==> src/rtl/ula_pkg.sv <==
// -----------------------------------------------------------------------------
// ula_pkg
// Shared definitions for the 74181 slice and its multi-cycle sequencer.
//   seq_state_t  : sequencer FSM states
//   S_*          : named 74181 function selects
//   CARRY/NO_CARRY : active-low carry polarity
//   count_width(): width of the nibble counter (minimum 1 bit)
// -----------------------------------------------------------------------------
package ula_pkg;

    typedef enum logic [1:0] {
        IDLE = 2'd0,
        RUN  = 2'd1,
        DONE = 2'd2
    } seq_state_t;

    // Arithmetic selects assume m=0; S_XOR is the same code used with m=1.
    localparam logic [3:0] S_A_PLUS_1  = 4'b0000;
    localparam logic [3:0] S_A_MINUS_B = 4'b0110;
    localparam logic [3:0] S_A_PLUS_B  = 4'b1001;
    localparam logic [3:0] S_XOR       = 4'b0110;
    localparam logic [3:0] S_A_MINUS_1 = 4'b1111;

    // The 74181 carry pins are active-low.
    localparam logic CARRY    = 1'b0;
    localparam logic NO_CARRY = 1'b1;

    function automatic int count_width(input int n);
        return (n > 1) ? $clog2(n) : 1;
    endfunction

endpackage

==> src/rtl/ula_74181.sv <==
// -----------------------------------------------------------------------------
// ula_74181
// Combinational model of one 74181 4-bit ALU slice, active-high data.
//   a, b    : 4-bit operands
//   s       : function select
//   m       : 1 = logic, 0 = arithmetic
//   c_in    : carry in, active-low (0 = carry)
//   f       : 4-bit result
//   c_out   : carry out, active-low; computed from the arithmetic path in
//             both modes, as on the real part
//   a_eq_b  : high when f is all ones
// -----------------------------------------------------------------------------
module ula_74181
    import ula_pkg::*;
(
    input  logic [3:0] a,
    input  logic [3:0] b,
    input  logic [3:0] s,
    input  logic       m,
    input  logic       c_in,
    output logic [3:0] f,
    output logic       c_out,
    output logic       a_eq_b
);

    logic [3:0] op_x;
    logic [3:0] op_y;
    logic [4:0] sum;

    // Every arithmetic function of the part is op_x plus op_y plus carry,
    // where s[1:0] builds op_x from A|B terms and s[3:2] builds op_y from
    // A&B terms. The logic functions are the XNOR of the same two terms.
    assign op_x = a | (b & {4{s[0]}}) | (~b & {4{s[1]}});
    assign op_y = (a & ~b & {4{s[2]}}) | (a & b & {4{s[3]}});

    assign sum    = {1'b0, op_x} + {1'b0, op_y} + {4'b0000, ~c_in};
    assign f      = m ? ~(op_x ^ op_y) : sum[3:0];
    assign c_out  = ~sum[4];
    assign a_eq_b = &f;

endmodule

==> src/rtl/ula_74181_seq.sv <==
// -----------------------------------------------------------------------------
// ula_74181_seq
// Runs one 74181 function on NIBBLES x 4-bit operands through a single shared
// slice, one nibble per clock, LSB nibble first, carry rippled via a register.
//   clk, rst        : rising-edge clock, asynchronous active-high reset
//   start           : request, sampled only in IDLE
//   a, b, s, m, c_in: operands and function, captured on accepted start
//   busy            : high in RUN and DONE
//   done            : one-cycle pulse, result valid
//   f               : W-bit result, held until overwritten by the next result
//   c_out           : carry out of the top nibble, active-low
//   a_eq_b          : AND of the per-nibble a_eq_b outputs
// -----------------------------------------------------------------------------
module ula_74181_seq
    import ula_pkg::*;
#(
    parameter int NIBBLES = 4
) (
    input  logic                   clk,
    input  logic                   rst,
    input  logic                   start,
    input  logic [4*NIBBLES-1:0]   a,
    input  logic [4*NIBBLES-1:0]   b,
    input  logic [3:0]             s,
    input  logic                   m,
    input  logic                   c_in,
    output logic                   busy,
    output logic                   done,
    output logic [4*NIBBLES-1:0]   f,
    output logic                   c_out,
    output logic                   a_eq_b
);

    localparam int              W      = 4 * NIBBLES;
    localparam int              KW     = count_width(NIBBLES);
    localparam logic [KW-1:0]   K_LAST = KW'(NIBBLES - 1);

    seq_state_t    state;
    seq_state_t    state_next;
    logic [KW-1:0] k;
    logic [W-1:0]  a_reg;
    logic [W-1:0]  b_reg;
    logic [3:0]    s_reg;
    logic          m_reg;
    logic          carry_reg;
    logic          eq_reg;
    logic [W-1:0]  res_reg;
    logic [W-1:0]  res_next;

    logic [3:0]    nib_a;
    logic [3:0]    nib_b;
    logic [3:0]    alu_f;
    logic          alu_c_out;
    logic          alu_eq;

    // Select operand nibble k for the shared slice.
    // NOTE: every signal written in always_comb gets a default first, so no
    // path leaves it unassigned and no latch is inferred.
    always_comb begin
        nib_a = '0;
        nib_b = '0;
        for (int i = 0; i < NIBBLES; i++) begin
            if (k == KW'(i)) begin
                nib_a = a_reg[4*i +: 4];
                nib_b = b_reg[4*i +: 4];
            end
        end
    end

    // Result with nibble k replaced by the slice output; kept separate from
    // the operand mux so the block does not read its own downstream logic.
    always_comb begin
        res_next = res_reg;
        for (int i = 0; i < NIBBLES; i++) begin
            if (k == KW'(i)) begin
                res_next[4*i +: 4] = alu_f;
            end
        end
    end

    ula_74181 u_slice (
        .a      (nib_a),
        .b      (nib_b),
        .s      (s_reg),
        .m      (m_reg),
        .c_in   (carry_reg),
        .f      (alu_f),
        .c_out  (alu_c_out),
        .a_eq_b (alu_eq)
    );

    // State register.
    // NOTE: sequential state uses non-blocking assignments so every flop
    // samples pre-edge values regardless of statement order.
    always_ff @(posedge clk or posedge rst) begin
        if (rst) begin
            state <= IDLE;
        end else begin
            state <= state_next;
        end
    end

    // Next-state and status outputs.
    always_comb begin
        state_next = state;
        busy       = 1'b0;
        done       = 1'b0;
        unique case (state)
            IDLE: begin
                if (start) begin
                    state_next = RUN;
                end
            end
            RUN: begin
                busy = 1'b1;
                if (k == K_LAST) begin
                    state_next = DONE;
                end
            end
            DONE: begin
                busy       = 1'b1;
                done       = 1'b1;
                state_next = IDLE;
            end
            default: begin
                state_next = IDLE;
            end
        endcase
    end

    // Operand capture, nibble chain and registered result outputs.
    always_ff @(posedge clk or posedge rst) begin
        if (rst) begin
            k         <= '0;
            a_reg     <= '0;
            b_reg     <= '0;
            s_reg     <= '0;
            m_reg     <= 1'b0;
            carry_reg <= NO_CARRY;
            eq_reg    <= 1'b1;
            res_reg   <= '0;
            f         <= '0;
            c_out     <= NO_CARRY;
            a_eq_b    <= 1'b0;
        end else if (state == IDLE && start) begin
            k         <= '0;
            a_reg     <= a;
            b_reg     <= b;
            s_reg     <= s;
            m_reg     <= m;
            carry_reg <= c_in;
            eq_reg    <= 1'b1;
            res_reg   <= '0;
        end else if (state == RUN) begin
            res_reg   <= res_next;
            carry_reg <= alu_c_out;
            eq_reg    <= eq_reg & alu_eq;
            k         <= k + 1'b1;
            // The last nibble goes straight to the outputs so they are valid
            // in the same cycle that done is raised.
            if (k == K_LAST) begin
                k      <= '0;
                f      <= res_next;
                c_out  <= alu_c_out;
                a_eq_b <= eq_reg & alu_eq;
            end
        end
    end

endmodule

==> config.mk <==
export PLATFORM = sky130hd
export DESIGN_NAME = ula_74181_seq
export DESIGN_NICKNAME = d
export VERILOG_FILES = /design/src/rtl/ula_pkg.sv /design/src/rtl/ula_74181.sv /design/src/rtl/ula_74181_seq.sv
export SDC_FILE = /design/constraint.sdc
export NUM_CORES = 1
export LEC_CHECK = 0
export ABC_AREA = 1
export CAP_MARGIN = 20
export CORE_MARGIN = 3
export CORE_UTILIZATION = 30
export DETAILED_ROUTE_END_ITERATION = 10
export DONT_BUFFER_PORTS = 1
export GPL_TIMING_DRIVEN = 1
export PLACE_DENSITY = 0.55
export SYNTH_ARGS = -nofsm -noshare
export SYNTH_HDL_FRONTEND = slang
export SYNTH_HIERARCHICAL = 1
export SYNTH_SLANG_ARGS = --single-unit
==> constraint.sdc <==
create_clock -name clk -period 3.7 [get_ports clk]
set_clock_uncertainty 0.2 [all_clocks]
set_input_delay 0.555 -clock clk [delete_from_list [all_inputs] [get_ports clk]]
set_output_delay 0.555 -clock clk [all_outputs]
set_load 0.02 [all_outputs]
# Word level (Yosys, flattened, before mapping)
# Cells that the tools add are included.
[totals]
reg_bits = 77
in_bits = 41
out_inout_bits = 20
wordCells = 73
[classes]
add_sub_neg = 3
n_eq_ne = 7
muxes = 27
bitwise = 16
n_reduce_logical = 8
[ops]
columns = ["op", "count"]
rows = [
  ["2-to-1 mux 4 bit", 13],
  ["2-to-1 mux 16 bit", 2],
  ["bitwise AND 4 bit", 6],
  ["OR 4 bit", 3],
  ["2-to-1 mux 2 bit", 5],
  ["inverter 4 bit", 2],
  ["equality test 2 bit (second input constant)", 3],
  ["2-to-1 mux 1 bit", 6],
  ["adder 4 x 4 -> 5 bit", 1],
  ["adder 5 x 1 -> 5 bit", 1],
  ["equality test 2 x 1 -> 1 bit (second input constant)", 2],
  ["zero test 2 bit", 2],
  ["!= test 2 bit (second input constant)", 2],
  ["one-hot mux 2 bit (2 select lines)", 1],
  ["AND reduction 4 bit", 1],
  ["bitwise XOR 4 bit", 1],
  ["inverter 1 bit", 3],
  ["AND reduction 3 bit", 1],
  ["adder 2 x 1 -> 2 bit (second input constant)", 1],
  ["AND reduction 2 bit", 1],
  ["nonzero test 2 bit", 1],
  ["OR reduction 2 bit", 1],
  ["bitwise AND 1 bit", 1],
  ["logical AND 1 bit", 1],
]

# Logic depth before layout (Yosys ltp)
[depth]
depth_word = 16
ltp_mapped = 24
ltp_nobuf = 23

# By module
# The synthesis kept the hierarchy.
[modules_own_cells]
columns = ["module", "instances", "cells_each", "area_per_inst_um2"]
rows = [
  ["ula_74181_seq", 1, 446, 3523.4],
  ["ula_74181", 1, 56, 321.6],
]

# Worst setup path after synthesis
# No wires, ideal clock.
[synth_timing]
path_kind = "register -> register"
start = "register k[0]"
end = "register res_reg[1]"
t_arrival_ps = 2791
slack_ps = 583
stages_incl_launch_ff = 20
path_buffers = 1
synth_period_minus_slack_ps = 3117
path_cell_list = "dfrtp_1 > inv_1 > ha_1 > buf_4 > nand3_1 > nand2_1 > nand2_1 > nand2_1 > nor2_1 > nor3_1 > inv_1 > fa_1 > inv_1 > fa_1 > o21ai_1 > inv_1 > nand2_1 > o21ai_0 > nand2_1 > o21ai_0"
[synth_via]
elab_chain_len = 15
[synth_lines]
columns = ["item", "line", "text"]
rows = [
  ["from (decl)", "ula_74181_seq.sv:40", "logic [KW-1:0] k;"],
  ["from (signal assigned)", "ula_74181_seq.sv:158", "k <= k + 1'b1;"],
  ["zero test 2 bit", "ula_74181_seq.sv:63", "if (k == KW'(i)) begin"],
  ["2-to-1 mux 4 bit (3 in series)", "ula_74181_seq.sv:63", ""],
  ["2-to-1 mux 4 bit *", "ula_74181_seq.sv:63", ""],
  ["named net nib_b[0]", "ula_74181_seq.sv:51", "logic [3:0] nib_b;"],
  ["inverter 4 bit", "ula_74181.sv:33, ula_74181.sv:34", ""],
  ["bitwise AND 4 bit (2 in series)", "ula_74181.sv:34", "assign op_y = (a & ~b & {4{s[2]}}) | (a & b & {4{s[3]}});"],
  ["OR 4 bit", "ula_74181.sv:34", ""],
  ["adder 4 x 4 -> 5 bit *", "ula_74181.sv:36", "assign sum = {1'b0, op_x} + {1'b0, op_y} + {4'b0000, ~c_in};"],
  ["adder 5 x 1 -> 5 bit *", "ula_74181.sv:36", ""],
  ["2-to-1 mux 4 bit *", "ula_74181.sv:37", "assign f = m ? ~(op_x ^ op_y) : sum[3:0];"],
  ["named net alu_f[1]", "ula_74181_seq.sv:52", "logic [3:0] alu_f;"],
  ["2-to-1 mux 4 bit *", "ula_74181_seq.sv:75", "if (k == KW'(i)) begin"],
  ["2-to-1 mux 16 bit *", "ula_74181_seq.sv:154", "end else if (state == RUN) begin"],
  ["2-to-1 mux 16 bit *", "ula_74181_seq.sv:145", "end else if (state == IDLE && start) begin"],
  ["to (signal assigned)", "ula_74181_seq.sv:155", "res_reg <= res_next;"],
  ["to (decl)", "ula_74181_seq.sv:47", "logic [W-1:0] res_reg;"],
]
# The timed path passes the listed nets; every way through them passes the cells marked *. The select of a mux whose other input is x is not followed.
# A chain may end at the register's enable or synchronous reset.

# Worst setup path after layout
[layout_timing]
start = "register k[0]"
end = "register res_reg[11]"
# The elaborated chain is that of the path after synthesis.

==> impl_results.md <==
- Layout cell share with drive strength beyond 1: a little over 9%
- IO Count: between 60 and 70
- Met1 Resource Use GR: between 10% and 20%
- PortBufs: 0
- Most frequent cells in the layout: 264 x nand2_1, 74 x dfrtp_1, 36 x o21ai_0
- DRT antenna net count: 0
- RSZ-0062 raised after global routing: no
- Maxcap violations: 0
- Worst Path Buf+Inv: 2
- GRT met2 Usage: slightly above 20%
- Most common cell after layout, fill and taps aside: nand2_1
- Startpoint types: flip-flop
- Critical Path Fanout Max: 14
- Initial antenna violation count: 0
- Synthesized flop and latch total: 77
- Global-route wire length before repair: roughly 15 mm
- Worst slew pin tran: approximately 0.64 ns
- FILL cells: ~1300
- FP Rows: 40
- Diode count: 0
- Post-synth top area cell: dfrtp_1
- Static Leak: 2.33 nW
- Global Route Usage Sum: 13.2%
- DP Wirelength: 6.64 mm
- H-tree Lvls: 3
- Largest family of logic cells by synthesized area: simple AND/OR/NAND/NOR gates
- Routing usage on met3: 4.27%
- DR vias: 3105
- Clock Pin Slew Worst Setup and Hold Paths: roughly 0.06 ns
- Finished Layout Cells: 678
- XOR/XNOR Fraction of Synth Area: 0.423%
- CP max-delay cell: dfrtp_1
- Area growth syn-to-layout: 15.8%
- Clock latency on the worst-skew pair: 0.34 ns
- Setup ws final: 0.364 ns
- CTS tree: built
- Vias per std cell: between 4 and 5
- Worst setup EP type: flip-flop
- Total Routed Length: approximately 9 mm
- Largest net degree at the start of global routing: 47
- Adder-cell share of the synthesized area: 4.95%
- Root buffer cell: clkbuf_16
- CP top delay family: simple AND/OR/NAND/NOR gates
- Net count after synthesis: 557
- # DRC: 0
- Layout Utilization: 36.3%
- Ranking of synthesized cells by area: dfrtp_1 48%, nand2_1 26%, o21ai_0 4.7%
- Crit path DAT: 3.35 ns
- CTS buffer count: 9
- Slew HR: 57.0%
- Final period util: 90.2%
- DIE HEIGHT: ~120 um
- Initial Utilization: a little under a third
- Placed Cells: 660
- Die width: about 120 um
- Crit-path cells: inv_1 -> ha_4 -> buf_4 -> a21oi_1 -> nand2_1 -> nand2_1 -> o21ai_0 -> ha_1 -> nand2_1 -> nand2_1 -> nand2_1 -> nand2_1 -> nand2_1 -> nand2_1 -> nand2_1 -> o21ai_0 -> nand2_1 -> o21ai_0
- Pre-antenna DRT Iters: 4
- GRT busiest layer: met2
- Fmax: 300 MHz
- Core ar.: 12300 um^2
- Worst path max stage delay: approximately 0.43 ns
- WL per Instance: around 14 um
- Number of library cell types mapped by synthesis: 24
- Final-report setup violation count: 0
- Compound-cell area share of the yosys netlist: 8.17%
- Clock period minus worst slack: 3.34 ns
- Mux cell area share after synthesis: 0%
- Ys Warns: 6
- Post-Synth Simple-Gate Area: 29.2%
- Worst path most repeated cell: nand2_1
- Placer Congestion: around 0.82
- Sink Count: 77
- Worst slack, placed: about 0.14 ns
- Clock tree buffer depth: 2
- Final Max Tran Viols: 0
- Worst Path Required: 3.72 ns
- Total gr overflow: 0
- Final nets: 560
- Hold Path Class: in -> reg
- Setup tns final: 0 ns
- Vias in the first global route: around 3000
- Total die area: 14200 um^2
- Outcome: completed
- Seq/Total Area, Yosys: 50.2%
- PwrDens: between 1000 and 1500 nW/um^2
- Maximum vdd ir drop: 0.422 mV
- Avg Inst Size Synth: 7.66 um^2
- Post-synth top area share: between 40 and 50%
- Min Hold Slack: about 0.13 ns
- Post-synthesis cell count: 502
- CP Class: reg -> reg
- Final hold violation count: 0
- Initial DRC Count: 209
- Mapped Area: between 3000 and 4000 um^2
## area by class of cell
class | instances | area [um^2] | share of cell area, %
flip-flops and latches | 77 | 1930 | 43.3
multi-input cells | 366 | 1690 | 38.0
clock buffers | 10 | 239 | 5.37
well taps | 168 | 210 | 4.72
inverters | 41 | 158 | 3.54
clock inverters | 6 | 134 | 3.01
repair buffers | 10 | 90.1 | 2.02
## report_power, final
| group | total (W) | leakage [nW] | internal (W) | switching (W) |
|---|---|---|---|---|
| Clock | 0.00109 | 0.183 | 0.000745 | 0.000345 |
| Combinational | 0.00221 | 1.16 | 0.000741 | 0.00147 |
| Sequential | 0.00152 | 0.990 | 0.00121 | 0.000310 |
## worst register-to-register path, stage by stage (launching register included)
cell and delay [ns]:
dfrtp_1 0.43, inv_1 0.22, ha_4 0.26, buf_4 0.20, a21oi_1 0.08, nand2_1 0.08, nand2_1 0.10, o21ai_0 0.40
ha_1 0.33, nand2_1 0.08, nand2_1 0.05, nand2_1 0.07, nand2_1 0.05, nand2_1 0.09, nand2_1 0.17, nand2_1 0.12
o21ai_0 0.13, nand2_1 0.09, o21ai_0 0.08
## final timing paths
| check | from | end | slack, ns | cells after the start |
|---|---|---|---|---|
| min in group asynchronous | rst | state[0]$_DFFE_PP0P_ | 0.42 | 2 |
| hold reg to reg | a_reg[12]$_DFFE_PP0P_ | a_reg[12]$_DFFE_PP0P_ | 0.28 | 2 |
| setup reg to reg | k[0]$_DFFE_PP0P_ | res_reg[11]$_DFFE_PP0P_ | 0.36 | 18 |
| max in group asynchronous | rst | carry_reg$_DFFE_PP1P_ | 2.28 | 3 |
| hold / removal | a[7] | a_reg[7]$_DFFE_PP0P_ | 0.13 | 2 |
| setup / recovery | k[0]$_DFFE_PP0P_ | res_reg[11]$_DFFE_PP0P_ | 0.36 | 18 |
## synth_stat cells, drive strengths merged
cell,instances
a21oi,25
and3,1
buf,15
clkbuf,3
dfrtp,74
dfstp,3
fa,2
ha,12
inv,41
nand2,266
nand3,14
nor2,7
nor3,1
o21ai,37
xnor2,1
## routing by layer
metal | vias to the layer above | share of wire (%)
met5 | - | 0
met4 | 0 | 1.0
met3 | 10 | 7.4
met2 | 95 | 46
met1 | 1442 | 46
li1 | 1558 | -
## logic make-up after synthesis
family | Yosys count
DFF | 77
adders and majority gates | 14
xor gates and xnor gates | 1
and+or+nand+nor | 289
buffers and inverters | 59
AOI/OAI and AO/OA | 62
## repair_timing
action                                 in CTS  in global routing
setup endpoints to repair                   0                 24
resized for setup                           0                 11
endpoints found under the hold margin      10                  0
setup buffers                               0                  1
hold buffers                                1                  0
## metrics by stage
step	cell area, um^2	power [W]
after detailed placement	4010	0.00366
after global routing	4450	0.00525
after global placement	3990	0.00360
final	4450	0.00482
after floorplan	3840	0.00311
after CTS	4390	0.00478
(Power assumes the default switching activity.)
